### config.mk
export PLATFORM = sky130hd
export DESIGN_NAME = spi_host_master
export DESIGN_NICKNAME = d
export VERILOG_FILES = /design/src/rtl/spi_host_master.sv
export SDC_FILE = /design/constraint.sdc
export NUM_CORES = 1
export LEC_CHECK = 0
export CAP_MARGIN = 30
export CORE_UTILIZATION = 44
export CTS_CLUSTER_DIAMETER = 120
export DETAILED_ROUTE_END_ITERATION = 7
export DONT_BUFFER_PORTS = 1
export SYNTH_ARGS = -nofsm -noshare
export SYNTH_HDL_FRONTEND = slang
export SYNTH_SLANG_ARGS = --single-unit
### constraint.sdc
create_clock -name clk -period 2.2 [get_ports clk]
set_input_delay 0.44 -clock clk [delete_from_list [all_inputs] [get_ports clk]]
set_output_delay 0.44 -clock clk [all_outputs]
set_load 0.01 [all_outputs]
### src/rtl/spi_host_master.sv
// rtl/spi_host_master.sv - Mode-0 SPI master, one byte per request, optional chip-select hold for bursts
module spi_host_master #(
    parameter int CLK_DIV  = 4,
    parameter int SS_SETUP = 2
) (
    input  logic       clk,
    input  logic       rst_n,
    input  logic [7:0] tx_dat,
    input  logic       tx_req,
    input  logic       ss_hold,
    output logic       tx_rdy,
    output logic [7:0] rx_dat,
    output logic       rx_valid,
    output logic       active,
    output logic       spi_clk,
    output logic       spi_mosi,
    input  logic       spi_miso,
    output logic       spi_ss,
    input  logic       mcu_busy
);

    localparam int CNT_MAX = (CLK_DIV > SS_SETUP) ? CLK_DIV : SS_SETUP;
    localparam int CW      = (CNT_MAX > 1) ? $clog2(CNT_MAX) : 1;

    localparam logic [CW-1:0] DIV_LAST   = CW'(CLK_DIV - 1);
    localparam logic [CW-1:0] SETUP_LAST = CW'(SS_SETUP - 1);

    typedef enum logic [2:0] {
        ST_IDLE,
        ST_SETUP,
        ST_SCK_LO,
        ST_SCK_HI,
        ST_DONE,
        ST_GAP
    } state_t;

    state_t          state_q, state_d;
    logic [CW-1:0]   cnt_q, cnt_d;
    logic [2:0]      bit_q, bit_d;
    logic [7:0]      shift_tx_q, shift_tx_d;
    logic [6:0]      shift_rx_q, shift_rx_d;
    logic            hold_q, hold_d;
    logic            sck_q, sck_d;
    logic            ss_q, ss_d;
    logic            active_q, active_d;
    logic [7:0]      rx_dat_q, rx_dat_d;
    logic            rx_valid_q, rx_valid_d;
    logic            busy_meta_q, busy_meta_d;
    logic            busy_s_q, busy_s_d;
    logic            accept;

    // Busy is only consulted in IDLE, so an accepted byte always runs to completion
    assign tx_rdy   = (state_q == ST_IDLE) && !busy_s_q;
    assign accept   = tx_rdy && tx_req;

    // MOSI is the top bit of the transmit shifter; it moves only at accept and on SCK falls
    assign spi_mosi = shift_tx_q[7];
    assign spi_clk  = sck_q;
    assign spi_ss   = ss_q;
    assign active   = active_q;
    assign rx_dat   = rx_dat_q;
    assign rx_valid = rx_valid_q;

    // State and datapath registers; async reset aborts any byte in flight
    always_ff @(posedge clk or negedge rst_n) begin
        if (!rst_n) begin
            state_q     <= ST_IDLE;
            cnt_q       <= '0;
            bit_q       <= '0;
            shift_tx_q  <= '0;
            shift_rx_q  <= '0;
            hold_q      <= 1'b0;
            sck_q       <= 1'b0;
            ss_q        <= 1'b1;
            active_q    <= 1'b0;
            rx_dat_q    <= '0;
            rx_valid_q  <= 1'b0;
            busy_meta_q <= 1'b0;
            busy_s_q    <= 1'b0;
        end else begin
            state_q     <= state_d;
            cnt_q       <= cnt_d;
            bit_q       <= bit_d;
            shift_tx_q  <= shift_tx_d;
            shift_rx_q  <= shift_rx_d;
            hold_q      <= hold_d;
            sck_q       <= sck_d;
            ss_q        <= ss_d;
            active_q    <= active_d;
            rx_dat_q    <= rx_dat_d;
            rx_valid_q  <= rx_valid_d;
            busy_meta_q <= busy_meta_d;
            busy_s_q    <= busy_s_d;
        end
    end

    // Next-state and datapath logic for the byte sequencer and the busy synchroniser
    always_comb begin
        state_d     = state_q;
        cnt_d       = cnt_q;
        bit_d       = bit_q;
        shift_tx_d  = shift_tx_q;
        shift_rx_d  = shift_rx_q;
        hold_d      = hold_q;
        sck_d       = sck_q;
        ss_d        = ss_q;
        active_d    = active_q;
        rx_dat_d    = rx_dat_q;
        rx_valid_d  = 1'b0;
        busy_meta_d = mcu_busy;
        busy_s_d    = busy_meta_q;

        unique case (state_q)
            ST_IDLE: begin
                if (accept) begin
                    shift_tx_d = tx_dat;
                    hold_d     = ss_hold;
                    active_d   = 1'b1;
                    ss_d       = 1'b0;
                    cnt_d      = '0;
                    bit_d      = '0;
                    // A held burst already has chip select low, so skip the setup delay
                    state_d    = ss_q ? ST_SETUP : ST_SCK_LO;
                end
            end

            ST_SETUP: begin
                if (cnt_q == SETUP_LAST) begin
                    cnt_d   = '0;
                    state_d = ST_SCK_LO;
                end else begin
                    cnt_d = cnt_q + 1'b1;
                end
            end

            ST_SCK_LO: begin
                if (cnt_q == DIV_LAST) begin
                    cnt_d   = '0;
                    sck_d   = 1'b1;
                    state_d = ST_SCK_HI;
                end else begin
                    cnt_d = cnt_q + 1'b1;
                end
            end

            ST_SCK_HI: begin
                if (cnt_q == DIV_LAST) begin
                    cnt_d      = '0;
                    sck_d      = 1'b0;
                    // MISO is taken at the very end of the high phase to tolerate slave output delay
                    shift_rx_d = {shift_rx_q[5:0], spi_miso};
                    if (bit_q == 3'd7) begin
                        rx_dat_d   = {shift_rx_q, spi_miso};
                        rx_valid_d = 1'b1;
                        state_d    = ST_DONE;
                    end else begin
                        bit_d      = bit_q + 3'd1;
                        shift_tx_d = {shift_tx_q[6:0], 1'b0};
                        state_d    = ST_SCK_LO;
                    end
                end else begin
                    cnt_d = cnt_q + 1'b1;
                end
            end

            ST_DONE: begin
                if (hold_q) begin
                    active_d = 1'b0;
                    state_d  = ST_IDLE;
                end else begin
                    ss_d       = 1'b1;
                    shift_tx_d = '0;
                    cnt_d      = '0;
                    state_d    = ST_GAP;
                end
            end

            ST_GAP: begin
                if (cnt_q == SETUP_LAST) begin
                    cnt_d    = '0;
                    active_d = 1'b0;
                    state_d  = ST_IDLE;
                end else begin
                    cnt_d = cnt_q + 1'b1;
                end
            end

            default: begin
                state_d = ST_IDLE;
            end
        endcase
    end

endmodule

After elaboration in Yosys (flattened, before gate mapping)
Cells that the tools add are included.
{"block": "word_totals", "register_bits": 38, "inputBits": 14, "output_inout_bits": 14}
{"block": "op_classes", "addsub": 2, "n_eq_ne": 16, "mux": 36, "reduce_logical": 22}
{"operator": "two-way mux 8 bit", "count": 4}
{"operator": "two-way mux 3 bit", "count": 10}
{"operator": "one-hot mux 8 bit (3 select lines)", "count": 1}
{"operator": "one-hot mux 3 bit (6 select lines)", "count": 1}
{"operator": "inequality test 2 bit (second input constant)", "count": 8}
{"operator": "AND reduction 3 bit", "count": 4}
{"operator": "two-way mux 1 bit", "count": 10}
{"operator": "two-way mux 2 bit", "count": 5}
{"operator": "AND reduction 5 bit", "count": 2}
{"operator": "equality test 3 bit (second input constant)", "count": 3}
{"operator": "one-hot mux 2 bit (4 select lines)", "count": 1}
{"operator": "AND reduction 4 bit", "count": 2}
{"operator": "equality test 3 x 2 -> 1 bit (second input constant)", "count": 2}
{"operator": "one-hot mux 3 bit (2 select lines)", "count": 1}
{"operator": "nonzero test 2 bit", "count": 3}
{"operator": "nonzero test 3 bit", "count": 2}
{"operator": "one-hot mux 1 bit (2 select lines)", "count": 2}
{"operator": "AND reduction 2 bit", "count": 2}
{"operator": "nonzero test 4 bit", "count": 1}
{"operator": "OR reduction 2 bit", "count": 2}
{"operator": "adder 3 x 1 -> 3 bit (second input constant)", "count": 1}
{"operator": "equality test 3 x 1 -> 1 bit (second input constant)", "count": 1}
{"operator": "zero test 3 bit", "count": 1}
{"operator": "one-hot mux 1 bit (3 select lines)", "count": 1}
{"operator": "other kinds (5)", "count": 6}

Logic depth before layout (Yosys ltp)
Gate-level depths: netlist of run 1.
{"block": "logic_depth", "depth_word": 5, "ltp_mapped": 6, "ltp_nobuf": 6}

Worst setup path before layout of run 1
No wires, ideal clock.
{"block": "synth_timing", "kind": "register -> register", "start": "register bit_q[0]", "end": "register shift_tx_q[0]", "setup_time_ps": 125, "arrival_time_ps": 1620, "required_time_ps": 2075, "path_slack_ps": 455, "stages_incl_launch_ff": 7, "path_buffers": 1, "synth_period_minus_slack_ps": 1745, "path_cell_list": "dfrtp_1 > ha_1 > ha_1 > nor3b_4 > o221a_1 > buf_6 > mux2_4"}
{"block": "synth_between", "elab_chain_len": 3}
{"item": "start: declaration", "line_no": "39", "rtl": "logic [2:0] bit_q, bit_d;"}
{"item": "start signal: assignment", "line_no": "83", "rtl": "bit_q <= bit_d;"}
{"item": "equality test 3 bit", "line_no": "152", "rtl": "if (bit_q == 3'd7) begin"}
{"item": "inequality test 2 bit (no source line)"}
{"item": "AND reduction 5 bit (no source line)"}
{"item": "end signal: assignment", "line_no": "84", "rtl": "shift_tx_q <= shift_tx_d;"}
{"item": "end: declaration", "line_no": "40", "rtl": "logic [7:0] shift_tx_q, shift_tx_d;"}
Every way passes these cells.
A chain may end at the register's enable or synchronous reset.

Worst setup path after layout of run 1
{"block": "layout_timing", "start": "register state_q[0]", "end": "output tx_rdy"}
{"block": "layout_between", "elab_chain_len": 2}
{"item": "start: declaration", "line_no": "37", "rtl": "state_t state_q, state_d;"}
{"item": "start signal: assignment", "line_no": "81", "rtl": "state_q <= state_d;"}
{"item": "zero test 3 bit", "line_no": "53", "rtl": "assign tx_rdy = (state_q == ST_IDLE) && !busy_s_q;"}
{"item": "logical AND 1 bit", "line_no": "53"}
{"item": "end: declaration", "line_no": "11", "rtl": "output logic tx_rdy,"}
Every way passes these cells.

==> reports/qor.tcl, run 1 <==
set qor(status) {completed}
set qor(maxSlewHeadroom_pct) 65.0
set qor(numCtsBuffers) 5
set qor(antenna_left) 0
set qor(synthesis.nets) 198
set qor(number_of_search_and_repair_iterations_in_the_first_detailed_routing_pass) 4
set qor(floorplan.die_area_mm2) 0.00454
set qor(core_mm2) 0.00406
set qor(power-per-cell-area_mw_per_mm2) 710
set qor(synth-compound-area-share_pct) 11.7
set qor(fin_cells) 235
set qor(syn-mean-instance-area_um2) 10.5
set qor(finalHoldViolCount) 0
set qor(placedCellCount) 225
set qor(synth_xor_area_share_pct) 0
set qor(globalRouteMet1Util_pct) 22.1
set qor(cp_data_required_time_ns) 1.76
set qor(ir_drop_worst_case_vdd_mv) 0.419
set qor(vias_after_detailed_routing) 1289
set qor(clkTransAtPathRegs_ns) 0.08
set qor(fp-row-count) 23
set qor(gp_congestion) 0.809
set qor(drt_drc_violations_left) 0
set qor(timing.fmax_mhz) 482
set qor(post-route-period-util_pct) 94.4
set qor(grt_pass1_vias) 1366
set qor(fin_nets) 203
set qor(adder_cell_share_of_the_synthesized_area_pct) 3.33
set qor(setup_viol_count_final) 0
set qor(gr-usage-met3_pct) 7.09
set qor(yosys_register_bits) 38
set qor(final_layout_size_suffix_gt1_share_pct) 22.2
set qor(post-place-ws_ns) 0.148
set qor(total_leakage_power_nw) 0.964
set qor(hpwl_um) 2570
set qor(worstSetupStartpointType) {flip-flop}
set qor(wirelength_um) 3720
set qor(met2_usage_pct) 31.4
set qor(layout.cells.most_common_list) {sky130_fd_sc_hd__nand2_1 (40), sky130_fd_sc_hd__dfrtp_1 (37), sky130_fd_sc_hd__a21oi_1 (12), sky130_fd_sc_hd__mux2_2 (12), sky130_fd_sc_hd__nor2_1 (8)}
set qor(ctsLongestPathBuffers) 2
set qor(endpoint_kind) {output pin}
set qor(clock-sinks) 38
set qor(top_level_ports) 28
set qor(routedWlPerCell_um) 15.8
set qor(synth_cells) 179
set qor(grt-busiest-layer) {met2}
set qor(die-height_um) 67.4
set qor(largest_family_of_logic_cells_by_synthesized_area) {simple AND/OR/NAND/NOR gates}
set qor(yosysWarningCount) 0
set qor(cts.root.buffer_cell) {sky130_fd_sc_hd__clkbuf_8}
set qor(critPathArrivalTime_ns) 1.64
set qor(drt_first_iter_violations) 46
set qor(die_width_um) 67.4
set qor(p_total_w) 0.00149
set qor(ctsHtreeMaxLevel) 2
set qor(syn_area_mm2) 0.00188
set qor(post_drt_via_cell_ratio) 5.49
set qor(finClkSkew_ns) 0.00664
set qor(worstPathMaxFanout) 10
set qor(min_path_type) {in2reg}
set qor(area_overhead_vs_synth_pct) 11.6
set qor(rsz0062_at_grt) {false}
set qor(layout.cell_area.non_filler_mm2) 0.00210
set qor(cts_tree) {built}
set qor(globalRouteOverflowTotal) 0
set qor(synth.mux.area_fraction_pct) 13.3
set qor(register_area_share_after_synthesis_pct) 50.7
set qor(dpl_cell_area_mm2) 0.00192
set qor(drv_slew) 0
set qor(first_pass_grt_wire_length_um) 6150
set qor(initial_core_util_pct) 46.3
set qor(overall_track_demand_over_capacity_in_global_routing_pct) 18.6
set qor(clkLatencyLatePin_ns) 0.29
set qor(post-route-worst-setup-slack_ns) 0.124
set qor(ys_types) 38
set qor(initial_antenna_violation_count) 0
set qor(setup.worst_path.class) {reg2out}
set qor(grt_max_degree) 39
set qor(final_min_period_ns) 2.08
set qor(cap_viol_max_count) 0
set qor(tightest_slew_ns) 0.525
set qor(buffers_on_ports) 0
set qor(timing.setup.tns_ns) 0
set qor(final_common_cell) {sky130_fd_sc_hd__nand2_1}
set qor(number_of_diodes_added_for_antenna_fixing) 0
set qor(synth_simple_gate_area_share_pct) 16.7
==> logic make-up (layout without fill, tap and decap cells) <==
group | Yosys count | in the layout
simple gates | 65 | 65
flops | 38 | 38
compound gates | 35 | 35
mux | 20 | 20
buf+inv | 16 | 22
fa+ha+maj | 5 | 5
==> state kept, by name, summed over array words and instances, names as in the netlist, 2 cells and up <==
signal	count
rx_dat	8
shift_tx_q	8
shift_rx_q	7
bit_q	3
state_q	3
cnt_q	2
==> repair_timing <==
action,in CTS,in global routing
buffers inserted,0,0
gates resized for setup,0,0
hold buffers,2,0
endpoints found under the hold margin,38,0
==> path summary, 6_finish.rpt <==
path                                         from                   endpoint  slack, ns  cells past startpoint
max reg2reg                  bit_q[0]$_DFFE_PN0P_  shift_tx_q[4]$_DFFE_PN0P_       0.15                      5
min reg2reg                 busy_meta_q$_DFF_PN0_         busy_s_q$_DFF_PN0_       0.35                      0
max in group asynchronous                   rst_n         spi_ss$_DFFE_PN1P_       1.36                      2
max                        state_q[0]$_DFFE_PN0P_                     tx_rdy       0.12                      3
min in group asynchronous                   rst_n        spi_clk$_DFFE_PN0P_       0.59                      2
min                                      mcu_busy      busy_meta_q$_DFF_PN0_       0.17                      0
==> metal layers <==
| layer | routed length (um) | vias up | share of wire, % |
|---|---|---|---|
| met1 | 1670 | 635 | 45 |
| met5 | 0 | - | 0 |
| met2 | 1810 | 32 | 49 |
| li1 | - | 619 | - |
| met3 | 203 | 3 | 5.5 |
| met4 | 38 | 0 | 1.0 |
==> worst max-delay path, cell delays in order, from the launching register on <==
cell,delay [ns]
sky130_fd_sc_hd__dfrtp_1,0.44
sky130_fd_sc_hd__buf_4,0.20
sky130_fd_sc_hd__or2_2,0.41
sky130_fd_sc_hd__nor3_2,0.29
==> through the flow <==
step                      utilization [%]  hold slack, ns
after floorplan                         -           0.144
after global placement               47.4           0.146
after detailed placement             47.4           0.146
after CTS                            51.7           0.159
after global routing                 51.7           0.146
final                                51.7           0.169
==> cells in the mapped netlist <==
cell / count / area (um2)
sky130_fd_sc_hd__a21oi_1: 12 / 60.1
sky130_fd_sc_hd__a22o_1: 1 / 8.76
sky130_fd_sc_hd__a31oi_1: 2 / 12.5
sky130_fd_sc_hd__and2_1: 1 / 6.26
sky130_fd_sc_hd__and2_4: 1 / 8.76
sky130_fd_sc_hd__and3_1: 1 / 6.26
sky130_fd_sc_hd__buf_2: 5 / 25.0
sky130_fd_sc_hd__buf_6: 2 / 22.5
sky130_fd_sc_hd__clkbuf_1: 2 / 7.51
sky130_fd_sc_hd__clkinv_1: 1 / 3.75
sky130_fd_sc_hd__dfrtp_1: 37 / 926
sky130_fd_sc_hd__dfstp_2: 1 / 26.3
sky130_fd_sc_hd__ha_1: 5 / 62.6
sky130_fd_sc_hd__inv_1: 6 / 22.5
sky130_fd_sc_hd__mux2_2: 12 / 135
sky130_fd_sc_hd__mux2_4: 7 / 105
sky130_fd_sc_hd__mux2i_1: 1 / 10.0
sky130_fd_sc_hd__nand2_1: 40 / 150
sky130_fd_sc_hd__nand2_2: 1 / 6.26
sky130_fd_sc_hd__nand2b_1: 5 / 31.3
sky130_fd_sc_hd__nand3_1: 1 / 5.00
sky130_fd_sc_hd__nand3b_1: 1 / 7.51
sky130_fd_sc_hd__nand4b_2: 1 / 15.0
sky130_fd_sc_hd__nor2_1: 8 / 30.0
sky130_fd_sc_hd__nor3_1: 1 / 5.00
sky130_fd_sc_hd__nor3_2: 1 / 10.0
sky130_fd_sc_hd__nor3b_1: 1 / 7.51
sky130_fd_sc_hd__nor3b_4: 1 / 18.8
sky130_fd_sc_hd__o211ai_2: 1 / 12.5
sky130_fd_sc_hd__o21ai_0: 7 / 35.0
sky130_fd_sc_hd__o21bai_1: 1 / 7.51
sky130_fd_sc_hd__o221a_1: 1 / 11.3
sky130_fd_sc_hd__o221ai_1: 1 / 8.76
sky130_fd_sc_hd__o22a_1: 1 / 8.76
sky130_fd_sc_hd__o22ai_1: 6 / 37.5
sky130_fd_sc_hd__o31ai_1: 1 / 7.51
sky130_fd_sc_hd__o32ai_1: 1 / 8.76
sky130_fd_sc_hd__or2_2: 1 / 6.26
==> power by group <==
group          internal [W]  switching (W)  total (W)
Sequential         0.000707     0.00000669   0.000714
Clock              0.000484       0.000252   0.000736
Combinational     0.0000156      0.0000244  0.0000400
Total               0.00121       0.000283    0.00149
==> area by class of cell <==
cell class / count / area (um2)
Fill cell: 351 / 1960
Sequential cell: 38 / 952
Multi-Input combinational cell: 125 / 846
Clock buffer: 6 / 82.6
Timing Repair Buffer: 7 / 67.6
Tap cell: 50 / 62.6
Clock inverter: 2 / 60.1
Inverter: 7 / 26.3
No activity file was read; power rests on OpenSTA's default activity.
==> run 2, diff against run 1 <==
--- a/config.mk
+++ b/config.mk
@@ -10,6 +10,8 @@
 export CTS_CLUSTER_DIAMETER = 120
 export DETAILED_ROUTE_END_ITERATION = 7
 export DONT_BUFFER_PORTS = 1
+export GPL_TIMING_DRIVEN = 0
+export RECOVER_POWER = 50
 export SYNTH_ARGS = -nofsm -noshare
 export SYNTH_HDL_FRONTEND = slang
 export SYNTH_SLANG_ARGS = --single-unit
==> reports/qor.tcl, run 2 (same netlist as run 1, synthesis figures left out) <==
set qor(status) {completed}
set qor(initial_antenna_violation_count) 0
set qor(grt_pass1_vias) 1437
set qor(finalHoldViolCount) 0
set qor(finClkSkew_ns) 0.00736
set qor(drt_first_iter_violations) 45
set qor(ctsLongestPathBuffers) 2
set qor(buffers_on_ports) 0
set qor(initial_core_util_pct) 46.3
set qor(tightest_slew_ns) 0.946
set qor(routedWlPerCell_um) 15.8
set qor(floorplan.die_area_mm2) 0.00454
set qor(antenna_left) 0
set qor(setup.reg_to_reg.worst_slack_ns) 0.23
set qor(layout.cells.most_common_list) {sky130_fd_sc_hd__nand2_1 (40), sky130_fd_sc_hd__dfrtp_1 (37), sky130_fd_sc_hd__a21oi_1 (12), sky130_fd_sc_hd__mux2_2 (12), sky130_fd_sc_hd__nor2_1 (8)}
set qor(rr_worst_depth) 5
set qor(first_pass_grt_wire_length_um) 6290
set qor(layout.area.seq_um2) 952
set qor(clock-sinks) 38
set qor(fillerInstances) 360
set qor(globalRouteOverflowTotal) 0
set qor(crit_path_capture) {rx_dat[1]$_DFFE_PN0P_}
set qor(whs_ns) 0.176
set qor(gp_congestion) 0.835
set qor(setup_viol_count_final) 0
set qor(rsz0062_at_grt) {false}
set qor(final_common_cell) {sky130_fd_sc_hd__nand2_1}
set qor(cp_data_required_time_ns) 2.38
set qor(post-route-period-util_pct) 89.7
set qor(drv_slew) 0
set qor(area_overhead_vs_synth_pct) 8.92
set qor(number_of_diodes_added_for_antenna_fixing) 0
set qor(top_level_ports) 28
set qor(fin_cells) 239
set qor(cts_tree) {built}
set qor(clkLatencyLatePin_ns) 0.29
set qor(number_of_search_and_repair_iterations_in_the_first_detailed_routing_pass) 4
set qor(core_mm2) 0.00406
set qor(p_total_w) 0.00123
set qor(placedCellCount) 229
set qor(cts.root.buffer_cell) {sky130_fd_sc_hd__clkbuf_8}
set qor(overall_track_demand_over_capacity_in_global_routing_pct) 18.8
set qor(wirelength_um) 3780
set qor(r2r-start) {cnt_q[0]$_DFFE_PN0P_}
set qor(vias_after_detailed_routing) 1346
set qor(drt_drc_violations_left) 0
set qor(die-height_um) 67.4
set qor(rr_endpoint) {rx_dat[1]$_DFFE_PN0P_}
set qor(setup.worst_path.class) {reg2reg}
set qor(numCtsBuffers) 5
set qor(final_layout_size_suffix_gt1_share_pct) 22.8
set qor(worstPathMaxFanout) 10
set qor(cap_viol_max_count) 0
set qor(die_width_um) 67.4
set qor(timing.setup.tns_ns) 0
set qor(min_path_type) {in2reg}
set qor(post_drt_via_cell_ratio) 5.63
set qor(fin_nets) 207
set qor(timing.fmax_mhz) 507
set qor(startpoint) {cnt_q[0]$_DFFE_PN0P_}
set qor(hpwl_um) 2610
set qor(worstSetupStartpointType) {flip-flop}
set qor(ctsHtreeMaxLevel) 2
set qor(endpoint_kind) {flip-flop}
set qor(area_of_combinational_cells_with_multiple_inputs_um2) 846
set qor(critPathArrivalTime_ns) 2.15
set qor(total_leakage_power_nw) 0.942
set qor(grt_max_degree) 39
set qor(final_min_period_ns) 1.97
set qor(ir_drop_worst_case_vdd_mv) 0.356
set qor(fp-row-count) 23
set qor(maxSlewHeadroom_pct) 36.9
set qor(clkTransAtPathRegs_ns) 0.08
set qor(power-per-cell-area_mw_per_mm2) 601
## run 2: cell count changes in the layout (fill, tap and decap cells not counted), moves of 2 or more
cell,change
sky130_fd_sc_hd__buf_2,+5
sky130_fd_sc_hd__buf_4,-5
sky130_fd_sc_hd__buf_6,+2
sky130_fd_sc_hd__bufinv_16,-2
sky130_fd_sc_hd__clkbuf_1,+2
## run 2: cell type report
| class | count | share of cell area [%] |
|---|---|---|
| buffer | 9 | 2.69 |
| sequential | 38 | 46.5 |
| clock inverter | 3 | 1.04 |
| timing repair buffer | 2 | 0.733 |
| inverter | 7 | 1.28 |
| tap | 50 | 3.06 |
| clock buffer | 5 | 3.36 |
| multi-input combinational | 125 | 41.3 |
## run 2: power breakdown
group / switching [W] / leakage, nW / internal (W) / total [W]
combinational: 0.0000231 / 0.414 / 0.0000124 / 0.0000355
sequential: 0.00000650 / 0.484 / 0.000707 / 0.000714
clock: 0.000259 / 0.0441 / 0.000223 / 0.000481
## run 2: metrics by stage
step	worst slack (ns)	instance area, um2	utilization (%)
after floorplan	0.455	1880	-
after global placement	0.247	1940	47.9
after detailed placement	0.221	1940	47.9
after CTS	0.197	2060	50.8
after global routing	0.107	2050	50.4
final	0.226	2050	50.4
## run 2: how the worst min path moves through the flow
stage	endpoint	slack (ns)	cells past startpoint	startpoint
detailed placement	spi_clk$_DFFE_PN0P_	0.15	0	rst_n
floorplan	active$_DFFE_PN0P_	0.14	0	rst_n
CTS	busy_meta_q$_DFF_PN0_	0.16	0	mcu_busy
global route	busy_meta_q$_DFF_PN0_	0.15	0	mcu_busy
finish	busy_meta_q$_DFF_PN0_	0.18	0	mcu_busy
global placement	cnt_q[1]$_DFFE_PN0P_	0.15	0	rst_n
## run 2: timing repair
item	in CTS	in global routing
setup buffers	0	0
hold buffers	2	0
endpoints found under the setup margin	0	0
resized for setup	0	0
hold endpoints to repair	38	0
## run 2: metal layers
layer | GRT usage, % | routed length (um) | part of all wire (%)
met4 | 8.78 | 77 | 2.0
met5 | 0 | 0 | 0
met1 | 20.6 | 1580 | 42
met2 | 32.9 | 1930 | 51
met3 | 6.08 | 193 | 5.1
## run 2: worst max-delay path: stages, from the launching register on
cell and delay (ns):
sky130_fd_sc_hd__dfrtp_1 0.44, sky130_fd_sc_hd__ha_1 0.28, sky130_fd_sc_hd__nand4b_2 0.22, sky130_fd_sc_hd__clkinv_1 0.26, sky130_fd_sc_hd__nand2_2 0.29, sky130_fd_sc_hd__mux2_2 0.36
==> run 3, diff against run 2 <==
--- a/config.mk
+++ b/config.mk
@@ -6,7 +6,7 @@
 export NUM_CORES = 1
 export LEC_CHECK = 0
 export CAP_MARGIN = 30
-export CORE_UTILIZATION = 44
+export CORE_UTILIZATION = 35
 export CTS_CLUSTER_DIAMETER = 120
 export DETAILED_ROUTE_END_ITERATION = 7
 export DONT_BUFFER_PORTS = 1
==> reports/qor.tcl, run 3 (same netlist as run 1, synthesis figures left out) <==
set qor(status) {completed}
set qor(number_of_diodes_added_for_antenna_fixing) 0
set qor(top_delay_family_on_crit_path) {simple AND/OR/NAND/NOR gates}
set qor(p_total_w) 0.00133
set qor(top_level_ports) 28
set qor(timing.fmax_mhz) 510
set qor(postCtsHoldBufs) 2
set qor(finClkSkew_ns) 0.00500
set qor(cpMaxStageDelayCell) {sky130_fd_sc_hd__dfrtp_1}
set qor(wirelength_um) 3660
set qor(drt_drc_violations_left) 0
set qor(clock-sinks) 38
set qor(core_mm2) 0.00514
set qor(final_common_cell) {sky130_fd_sc_hd__nand2_1}
set qor(total_leakage_power_nw) 0.951
set qor(tightest_slew_ns) 0.953
set qor(buffers_on_ports) 0
set qor(combinational_power_share_pct) 2.7
set qor(floorplan.die_area_mm2) 0.00567
set qor(grt_max_degree) 39
set qor(vias_after_detailed_routing) 1292
set qor(rsz0062_at_grt) {false}
set qor(timing.critical_path.cells) {or2_2 -> buf_2 -> nor3_2}
set qor(final_min_period_ns) 1.96
set qor(die-height_um) 75.3
set qor(post-route-worst-setup-slack_ns) 0.241
set qor(critPathArrivalTime_ns) 1.52
set qor(path_buf_inv) 1
set qor(internal_power_w) 0.00106
set qor(post-route-period-util_pct) 89.0
set qor(final_layout_size_suffix_gt1_share_pct) 21.7
set qor(area_overhead_vs_synth_pct) 11.1
set qor(cap_viol_max_count) 0
set qor(fp-row-count) 26
set qor(dpl_cell_area_mm2) 0.00197
set qor(cts_tree) {built}
set qor(ir_drop_worst_case_vdd_mv) 0.367
set qor(power-per-cell-area_mw_per_mm2) 637
set qor(gp_congestion) 0.809
set qor(number_of_search_and_repair_iterations_in_the_first_detailed_routing_pass) 4
set qor(clock_power_share_pct) 43.7
set qor(ctsLongestPathBuffers) 2
set qor(initial_core_util_pct) 36.6
set qor(layout.cell_area.non_filler_mm2) 0.00209
set qor(clkTransAtPathRegs_ns) 0.07
set qor(routedWlPerCell_um) 14.1
set qor(min_path_type) {in2reg}
set qor(first_pass_grt_wire_length_um) 6090
set qor(fin_nets) 207
set qor(ctsHtreeMaxLevel) 2
set qor(overall_track_demand_over_capacity_in_global_routing_pct) 14.6
set qor(cp_data_required_time_ns) 1.76
set qor(numCtsBuffers) 5
set qor(power.share.sequential_pct) 53.7
set qor(max_stage_delay_ns) 0.43
set qor(clkLatencyLatePin_ns) 0.29
set qor(grt_pass1_vias) 1300
set qor(p_switching_w) 0.000272
set qor(finalHoldViolCount) 0
set qor(fillerInstances) 523
set qor(post_cts.repair.setup_buffers) 0
set qor(endpoint_kind) {output pin}
set qor(switching_share_pct) 20.4
set qor(antenna_left) 0
set qor(initial_antenna_violation_count) 0
set qor(layout.cells.most_common_list) {sky130_fd_sc_hd__nand2_1 (40), sky130_fd_sc_hd__dfrtp_1 (37), sky130_fd_sc_hd__a21oi_1 (12), sky130_fd_sc_hd__mux2_2 (12), sky130_fd_sc_hd__nor2_1 (8)}
set qor(post_drt_via_cell_ratio) 4.99
set qor(drv_slew) 0
set qor(timing.setup.tns_ns) 0
set qor(hpwl_um) 2400
set qor(die_width_um) 75.3
set qor(cts.root.buffer_cell) {sky130_fd_sc_hd__clkbuf_8}
set qor(worstPathMaxFanout) 9
set qor(drt_first_iter_violations) 57
set qor(setup_viol_count_final) 0
set qor(setup.worst_path.class) {reg2out}
set qor(maxSlewHeadroom_pct) 36.5
set qor(worstSetupStartpointType) {flip-flop}
set qor(post-place-ws_ns) 0.243
set qor(globalRouteOverflowTotal) 0
set qor(cts-resized-gates) 0
==> run 3: area by class of cell <==
type	instances	area (um2)	share of cell area [%]
sequential	38	952	45.6
multi-input combinational	125	846	40.5
tap	70	87.6	4.19
clock buffer	7	76.3	3.65
buffer	9	55.1	2.64
clock inverter	1	30.0	1.44
inverter	7	26.3	1.26
timing repair buffer	2	15.0	0.719
==> run 3: per-layer routing <==
metal	global-route usage [%]	wire length, um
met4	6.79	65
met3	4.28	241
met2	24.0	1690
met5	0	0
met1	17.6	1660
==> run 3: through the flow <==
stage	utilization (%)	hold slack [ns]	std cells
floorplan	-	0.144	179
global placement	38.3	0.146	249
detailed placement	38.3	0.146	249
CTS	40.9	0.161	259
global route	40.6	0.160	259
finish	40.6	0.173	259
==> run 3: path summary, 6_finish.rpt <==
path / start / end / slack, ns / depth (start not counted)
min: mcu_busy / busy_meta_q$_DFF_PN0_ / 0.17 / 0
max in group asynchronous: rst_n / shift_rx_q[1]$_DFFE_PN0P_ / 0.78 / 2
min in group asynchronous: rst_n / shift_tx_q[5]$_DFFE_PN0P_ / 0.83 / 2
max: state_q[0]$_DFFE_PN0P_ / tx_rdy / 0.24 / 3
min reg2reg: busy_meta_q$_DFF_PN0_ / busy_s_q$_DFF_PN0_ / 0.35 / 0
max reg2reg: cnt_q[0]$_DFFE_PN0P_ / rx_dat[2]$_DFFE_PN0P_ / 0.25 / 5
==> run 3: power groups by stage <==
stage / clock network [W] / registers, W / logic [W]
2_1_floorplan: 0 / 0.000726 / 0.0000179
3_3_place_gp: 0 / 0.000728 / 0.0000192
3_5_place_dp: 0 / 0.000728 / 0.0000201
4_1_cts: 0.000602 / 0.000715 / 0.0000405
5_1_grt: 0.000613 / 0.000716 / 0.0000426
6_report: 0.000581 / 0.000715 / 0.0000353
==> run 3: worst reg2reg max path: cells and delay by family (launching register included) <==
family	cells	cell delay, ns
buffers and inverters	1	0.26
AND/OR/NAND/NOR	2	0.51
adder cells (fa/ha/maj)	1	0.28
flip-flops	1	0.44
multiplexers	1	0.37
